===== config.mk =====
export PLATFORM = sky130hd
export DESIGN_NAME = iw_move_wide_unit
export DESIGN_NICKNAME = d
export VERILOG_FILES = /design/src/rtl/iw_pkg.sv /design/src/rtl/iw_wide_merge.sv /design/src/rtl/iw_move_wide_unit.sv
export SDC_FILE = /design/constraint.sdc
export NUM_CORES = 1
export LEC_CHECK = 0
export CORE_MARGIN = 5
export CORE_UTILIZATION = 49
export DETAILED_ROUTE_END_ITERATION = 8
export GPL_TIMING_DRIVEN = 0
export PLACE_DENSITY = 0.87
export SLEW_MARGIN = 20
export SYNTH_ARGS = -nofsm -noshare
export SYNTH_HDL_FRONTEND = slang
export SYNTH_SLANG_ARGS = --single-unit

===== constraint.sdc =====
create_clock -name clock -period 3.25 [get_ports clock]
set_input_delay 0.65 -clock clock [delete_from_list [all_inputs] [get_ports clock]]
set_output_delay 0.65 -clock clock [all_outputs]
set_load 0.01 [all_outputs]

===== src/rtl/iw_pkg.sv =====
// Shared definitions for the move-wide unit: opcodes, FSM state encoding,
// operation codes and the control-word field map.
package iw_pkg;

    localparam logic [8:0] OPC_MOVZ = 9'b110100101;
    localparam logic [8:0] OPC_MOVK = 9'b111100101;
    localparam logic [8:0] OPC_MOVN = 9'b100100101;

    typedef logic [1:0] iw_state_t;
    localparam iw_state_t S_IDLE  = 2'b00;
    localparam iw_state_t S_READ  = 2'b01;
    localparam iw_state_t S_WRITE = 2'b10;
    localparam iw_state_t S_FIN   = 2'b11;

    typedef enum logic [1:0] {OP_MOVZ, OP_MOVK, OP_MOVN, OP_NONE} iw_op_t;

    // Bits not listed (select B, databus mem/rf enables, mem rd/wr, ALU op,
    // reserved) are never driven by this unit and stay 0.
    localparam int CW_WIDTH        = 33;
    localparam int CW_NEXT_LSB     = 0;
    localparam int CW_NEXT_W       = 2;
    localparam int CW_REG_W        = 5;
    localparam int CW_RF_SEL_A_LSB = 2;
    localparam int CW_RF_WADDR_LSB = 12;
    localparam int CW_RF_WRITE     = 17;
    localparam int CW_DB_ALU_EN    = 18;
    localparam int CW_PC_FUNC_LSB  = 21;
    localparam int CW_PC_FUNC_W    = 2;
    localparam int CW_STATUS_LD    = 23;

    localparam logic [1:0] PC_HOLD = 2'b00;

endpackage


===== src/rtl/iw_wide_merge.sv =====
// Combinational shift/merge for MOVZ, MOVK and MOVN: places imm16 in
// half-word hw of the result.
module iw_wide_merge #(
    parameter int DATA_WIDTH = 64
) (
    input  iw_pkg::iw_op_t        i_op,
    input  logic [1:0]            i_hw,
    input  logic [15:0]           i_imm16,
    input  logic [DATA_WIDTH-1:0] i_old,
    output logic [DATA_WIDTH-1:0] o_result
);
    import iw_pkg::*;

    logic [5:0]            w_sh;
    logic [DATA_WIDTH-1:0] w_imm;
    logic [DATA_WIDTH-1:0] w_mask;

    assign w_sh   = {i_hw, 4'b0000};
    assign w_imm  = {{(DATA_WIDTH-16){1'b0}}, i_imm16} << w_sh;
    assign w_mask = {{(DATA_WIDTH-16){1'b0}}, 16'hFFFF} << w_sh;

    always_comb begin
        o_result = '0;
        case (i_op)
            OP_MOVZ: o_result = w_imm;
            OP_MOVK: o_result = (i_old & ~w_mask) | w_imm;
            OP_MOVN: o_result = ~w_imm;
            default: o_result = '0;
        endcase
    end

endmodule


===== src/rtl/iw_move_wide_unit.sv =====
// Move-wide (MOVZ/MOVK/MOVN) sequencer: IDLE -> [READ] -> WRITE -> FIN.
// Define IW_MOVN_EN to execute MOVN; otherwise MOVN is rejected as illegal.
module iw_move_wide_unit #(
    parameter int DATA_WIDTH = 64,
    parameter int CW_WIDTH   = iw_pkg::CW_WIDTH
) (
    input  logic                  clock,
    input  logic                  reset_n,
    input  logic                  start,
    input  logic [31:0]           instr,
    input  logic                  stall,
    input  logic [DATA_WIDTH-1:0] rf_a_data,
    output logic                  busy,
    output logic                  done,
    output logic                  illegal,
    output logic [CW_WIDTH-1:0]   cw,
    output logic [DATA_WIDTH-1:0] result
);
    import iw_pkg::*;

    iw_state_t             r_state, w_next;
    iw_op_t                r_op, w_op;
    logic [1:0]            r_hw;
    logic [15:0]           r_imm;
    logic [4:0]            r_rd;
    logic                  r_illegal, w_bad;
    logic [DATA_WIDTH-1:0] r_old, w_merged;
    logic [CW_WIDTH-1:0]   w_cw;

    always_comb begin
        w_op = OP_NONE;
        case (instr[31:23])
            OPC_MOVZ: w_op = OP_MOVZ;
            OPC_MOVK: w_op = OP_MOVK;
`ifdef IW_MOVN_EN
            OPC_MOVN: w_op = OP_MOVN;
`else
            OPC_MOVN: w_op = OP_NONE;
`endif
            default:  w_op = OP_NONE;
        endcase
        w_bad = (w_op == OP_NONE) || (int'(instr[22:21]) >= DATA_WIDTH / 16);
    end

    always_comb begin
        w_next = r_state;
        case (r_state)
            S_IDLE:  if (start) w_next = w_bad ? S_FIN : ((w_op == OP_MOVK) ? S_READ : S_WRITE);
            S_READ:  w_next = S_WRITE;
            S_WRITE: w_next = S_FIN;
            default: w_next = S_IDLE;
        endcase
        if (stall) w_next = r_state;
    end

    always_ff @(posedge clock or negedge reset_n) begin
        if (!reset_n) begin
            r_state   <= S_IDLE;
            r_op      <= OP_NONE;
            r_hw      <= '0;
            r_imm     <= '0;
            r_rd      <= '0;
            r_illegal <= 1'b0;
            r_old     <= '0;
        end else if (!stall) begin
            r_state <= w_next;
            if (r_state == S_IDLE && start) begin
                r_op      <= w_op;
                r_hw      <= instr[22:21];
                r_imm     <= instr[20:5];
                r_rd      <= instr[4:0];
                r_illegal <= w_bad;
            end
            if (r_state == S_READ) r_old <= rf_a_data;
        end
    end

    iw_wide_merge #(.DATA_WIDTH(DATA_WIDTH)) u_merge (
        .i_op    (r_op),
        .i_hw    (r_hw),
        .i_imm16 (r_imm),
        .i_old   (r_old),
        .o_result(w_merged)
    );

    // IDLE/FIN fall through to an all-zero word: no enables, PC hold, next=00.
    always_comb begin
        w_cw = '0;
        w_cw[CW_PC_FUNC_LSB +: CW_PC_FUNC_W] = PC_HOLD;
        w_cw[CW_STATUS_LD] = 1'b0;
        case (r_state)
            S_READ: begin
                w_cw[CW_RF_SEL_A_LSB +: CW_REG_W] = r_rd;
                w_cw[CW_NEXT_LSB +: CW_NEXT_W]    = w_next;
            end
            S_WRITE: begin
                w_cw[CW_RF_WRITE]                 = 1'b1;
                w_cw[CW_RF_WADDR_LSB +: CW_REG_W] = r_rd;
                w_cw[CW_DB_ALU_EN]                = 1'b1;
                w_cw[CW_NEXT_LSB +: CW_NEXT_W]    = w_next;
            end
            default: ;
        endcase
    end

    assign cw      = w_cw;
    assign busy    = (r_state != S_IDLE);
    assign done    = (r_state == S_FIN);
    assign illegal = (r_state == S_FIN) && r_illegal;
    assign result  = (r_state == S_WRITE) ? w_merged : '0;

endmodule

# == Yosys cells after proc, flatten, opt, wreduce, memory -nomap -nowiden ==
# Cells that the tools add are included.
# totals
in_bits,100
word_cells,42
reg_bits,92
out_inout_bits,100
# classes
n_bitwise,5
n_mux,11
n_eq_ne,9
shift,2
n_reduce_logical,8
# op_table
op,count
$pmux 64 s3,1
$not 64->64,2
$and 64x64->64,1
$mux 64,1
$or 64x64->64,1
$shl 16x6->64,1
$shl 16x6->64 const A,1
$eq 9x9->1 const B,2
$mux 2,5
$eq 2x2->1 const B,4
$mux 7,1
$eq 2x1->1 const B,3
$pmux 2 s3,1
$mux 5,1
$logic_not 2->1,2
$pmux 2 s2,1
$reduce_and 2->1,2
$logic_and 1x1->1,2
$reduce_bool 2->1,1
$reduce_or 2->1,1
$not 1->1,1

# == Depth between registers and ports, before layout ==
# logic_depth
word_depth,9
depth_mapped,7
ltp_nobuf,5

# == Hierarchy ==
# A second synthesis with hierarchy kept.
# unflattened
cells_unflattened,585
hier_area_um2,6319.8
# by_module_without_submodules
module,instances,seq_area_each_um2,cells_each,area_per_inst_um2
iw_move_wide_unit,1,2304.7,330,4271.6
iw_wide_merge,1,0.0,255,2048.2

# == Worst setup path before layout ==
# Ideal clock, no wire load.
# synth_timing
kind,reg-to-output
from,register r_state[0]
to,output result[48]
arrival_time_ns,1.622
stages_incl_launch_ff,8
n_path_buf,3
setup_slack_ns,0.978
cell_sequence,dfrtp_1 inv_1 ha_1 clkbuf_1 buf_2 buf_2 o31ai_1 a31oi_1
# synth_via
elab_chain_len,2
# synth_lines
element,line_no,source
from (decl),iw_move_wide_unit.sv:21,"iw_state_t r_state, w_next;"
from (signal assigned),iw_move_wide_unit.sv:66,r_state <= w_next;
$eq 2x2->1,iw_move_wide_unit.sv:110,assign result = (r_state == S_WRITE) ? w_merged : '0;
$mux 64,iw_move_wide_unit.sv:110,
to (decl),iw_move_wide_unit.sv:17,output logic [DATA_WIDTH-1:0] result
# No other way between the ends.

# == Worst setup path in the final report ==
# layout_timing
from,register r_op[1]
to,output result[40]
# layout_via
elab_chain_len,3
# layout_lines
element,line_no,source
from (decl),iw_move_wide_unit.sv:22,"iw_op_t r_op, w_op;"
from (signal assigned),iw_move_wide_unit.sv:68,r_op <= w_op;
$eq 2x2->1 (tied with other cells),iw_wide_merge.sv:24,case (i_op)
$pmux 64 s3 *,iw_wide_merge.sv:24,
$mux 64 *,iw_move_wide_unit.sv:110,
# Mark *: on every way between the ends. The rest lies on a longest branch, timed or not.

==> run metrics <==
Yosys reg bits approximately 90; setup_tns 0 ns; Antenna Nets Post-Route 0; fin crit share approximately 100%; Distinct cells, synth 34; CP Launch Type flip-flop; Final Hold Vio Count 0; Horiz. Die Dim between 100 and 150 microns; vias in the first global route between 5000 and 6000; PwrDens ~790 nW/um^2; Worst Reg-to-Reg Cells 6; Max-cap violations 0; Cell Area, Synth between 5000 and 6000 sq um; slew margin rel. ~58%; number of port buffers about 180; status finished clean; Via-to-Cell Ratio 5.88; DP HPWL between 10000 and 15000 microns; # setup viols final 0; first-pass GRT wire length roughly 29000 microns; Final Slew Violations 0; Remaining Overflow, GRT 0; HP Class in -> async; Rows 38; Starting Density between 50 and 60%; CTS max path bufs 2; worst-skew pair later-pin latency 0.38 ns; Lkg Pwr 3.42 nW; post-route clock skew between 0.009 and 0.01 ns; RSZ-0062 raised after global routing yes; GR Util All Layers roughly 28%; DRT iter0 DRCs 530; final total power 6.25 mW; CTS tree yes; via count approximately 5200; Yosys warning count 0; Worst R2R Start r_state[1]; Remaining DRCs 0; crit path capture type output port; largest net degree at the start of global routing 56; WHS ~0.23 ns; fraction of layout cells with a size suffix above 1 between 20% and 30%; Worst Tran Pin Value 0.635 ns; DRT Wirelength around 19000 microns; Critical Path RT roughly 2.6 ns; clock sink total 92; fillcell total around 790; die area about 13000 sq um; reg2reg setup slack 1.16 ns; reg2reg end r_old[54]; core area 10900 sq um; min Tclk post-route 3.24 ns; critical path class reg -> out; Vert. Die Dim about 120 microns; area delta synth->final 44.6%; Crit path arrival time between 2 and 3 ns; Highest Clock Rate 309 MHz; io pins 200; antenna cells 0; routability-driven placement congestion ratio slightly above 1; worst-path fanout max 10; mean post-synth cell area 10.4 sq um; wire per inst between 20 and 25 microns; Max H-tree Level 3; peak supply drop 0.559 mV; CTS buffer count 9; Mapped Cells between 500 and 600; initial antenna violation count 0; TritonRoute pass-1 iters 6; Final #Nets ~850; clock root cell clkbuf_8; Seq/Total Area, Yosys between 40% and 50%; Clk pin slew, worst setup/hold paths about 0.09 ns
==> registers in the layout, summed over array words and instances, names as in the netlist <==
name,count
r_rd,5
r_state,2
r_imm,16
r_illegal,1
r_op,2
r_old,64
r_hw,2
==> report_power, final <==
part           leakage [nW]  switching [mW]  internal, mW  total (mW)
logic                  2.25            1.62          1.71        3.33
clock network        0.0892           0.427         0.324       0.751
registers              1.08           0.439          1.72        2.16
==> cells in the final DEF, fill, tap and decap left out, types with 4 or more instances in the layout <==
master	count
clkdlybuf4s50_1	159
dfrtp_1	89
mux2_2	83
nand2_1	68
a31oi_1	64
o31ai_1	63
buf_4	38
conb_1	19
dlymetal6s2s_1	19
buf_2	13
clkbuf_1	13
and2b_1	12
and2_1	11
clkbuf_8	11
nor3b_4	9
nor3b_2	7
nor2b_1	6
clkbuf_4	6
a21oi_1	5
nor2_1	5
inv_1	4
clkbuf_2	4
mux2_4	4
==> critical path: stages (launching register included) <==
cell and delay (ns):
dfstp_2 0.61, clkbuf_2 0.24, nor3b_2 0.42, o31ai_1 0.20, a31oi_1 0.17, clkdlybuf4s50_1 0.57
==> routing by layer <==
| metal | vias to the layer above | share of wire [%] | track usage [%] |
|---|---|---|---|
| met4 | 0 | 2.5 | 7.35 |
| met2 | 334 | 47 | 46.0 |
| met1 | 2509 | 40 | 37.6 |
| met3 | 52 | 10 | 6.42 |
| li1 | 2324 | - | - |
| met5 | - | 0 | 0 |
==> layout make-up <==
class / count / area, sq um / area share, %
Tap cell: 140 / 175 / 2.21
Multi-Input combinational cell: 379 / 2900 / 36.5
Clock inverter: 4 / 32.5 / 0.410
Clock buffer: 12 / 155 / 1.95
Sequential cell: 92 / 2310 / 29.1
Inverter: 5 / 18.8 / 0.236
Timing Repair Buffer: 185 / 1900 / 24.0
Buffer: 70 / 449 / 5.66
==> worst max-delay path by stage <==
stage | start | endpoint | slack (ns) | cells past startpoint
floorplan | r_state[0] | result[48] | 0.98 | 7
global placement | reset_n | r_old[19] | -1.61 | 1
detailed placement | r_state[0] | result[62] | 0.1 | 7
CTS | r_state[0] | result[48] | 0.002 | 7
global route | r_op[0] | result[14] | -0.03 | 7
finish | r_op[1] | result[40] | 0.01 | 5
==> stage by stage <==
stage / std cells / utilization [%] / instance area, sq um / setup WS [ns]
detailed placement: 867 / 69.3 / 7550 / 0.0961
finish: 887 / 72.9 / 7940 / 0.0114
CTS: 887 / 71.9 / 7820 / 0.00215
global route: 887 / 72.9 / 7940 / -0.0303
global placement: 866 / 69.1 / 7520 / -1.61
floorplan: 547 / - / 5560 / 0.978
==> kinds of logic (layout without fill, tap and decap cells) <==
family,Yosys count,count (layout),share of synthesized area (%)
other,1,19,0.0683
muxes,87,87,18.1
DFF,92,92,42.0
adders and majority gates,4,4,0.912
and+or+nand+nor,131,131,13.6
buffers and inverters,76,276,8.07
AOI/OAI and AO/OA,138,138,17.2
==> Yosys cell counts <==
| cell type | number | share of area, % |
|---|---|---|
| nor3b_2 | 13 | 3.0 |
| o221ai_1 | 1 | 0.16 |
| mux2_4 | 4 | 1.1 |
| mux2_2 | 83 | 17 |
| buf_6 | 2 | 0.41 |
| o22a_1 | 1 | 0.16 |
| nor2b_1 | 6 | 0.68 |
| and2b_1 | 12 | 1.6 |
| buf_2 | 21 | 1.9 |
| o211ai_1 | 1 | 0.14 |
| nand2_1 | 68 | 4.7 |
| a31oi_1 | 64 | 7.3 |
| or3_1 | 1 | 0.11 |
| buf_4 | 31 | 4.2 |
| conb_1 | 1 | 0.068 |
| or2_2 | 2 | 0.23 |
| nor3_1 | 2 | 0.18 |
| or4_1 | 1 | 0.14 |
| nor2_1 | 5 | 0.34 |
| inv_1 | 5 | 0.34 |
| nand4bb_1 | 1 | 0.21 |
| or2b_1 | 1 | 0.14 |
| clkbuf_1 | 17 | 1.2 |
| and2_1 | 11 | 1.3 |
| o31ai_1 | 64 | 8.8 |
| dfstp_2 | 2 | 0.96 |
| nand4b_1 | 1 | 0.16 |
| a21oi_1 | 5 | 0.46 |
| a211oi_1 | 2 | 0.27 |
| nand2b_1 | 3 | 0.34 |
| and3b_1 | 1 | 0.16 |
| nor3b_1 | 3 | 0.41 |
| dfrtp_1 | 90 | 41 |
| ha_1 | 4 | 0.91 |
==> repair_timing <==
item / 4_1_cts / 5_1_grt
buffers inserted: 5 / 0
gates cloned: 0 / 0
gates resized for setup: 11 / 41
endpoints found under the setup margin: 69 / 53
hold buffers: 0 / 0
pin swaps: 0 / 0
Note: power is estimated with default switching activity, not from simulation.
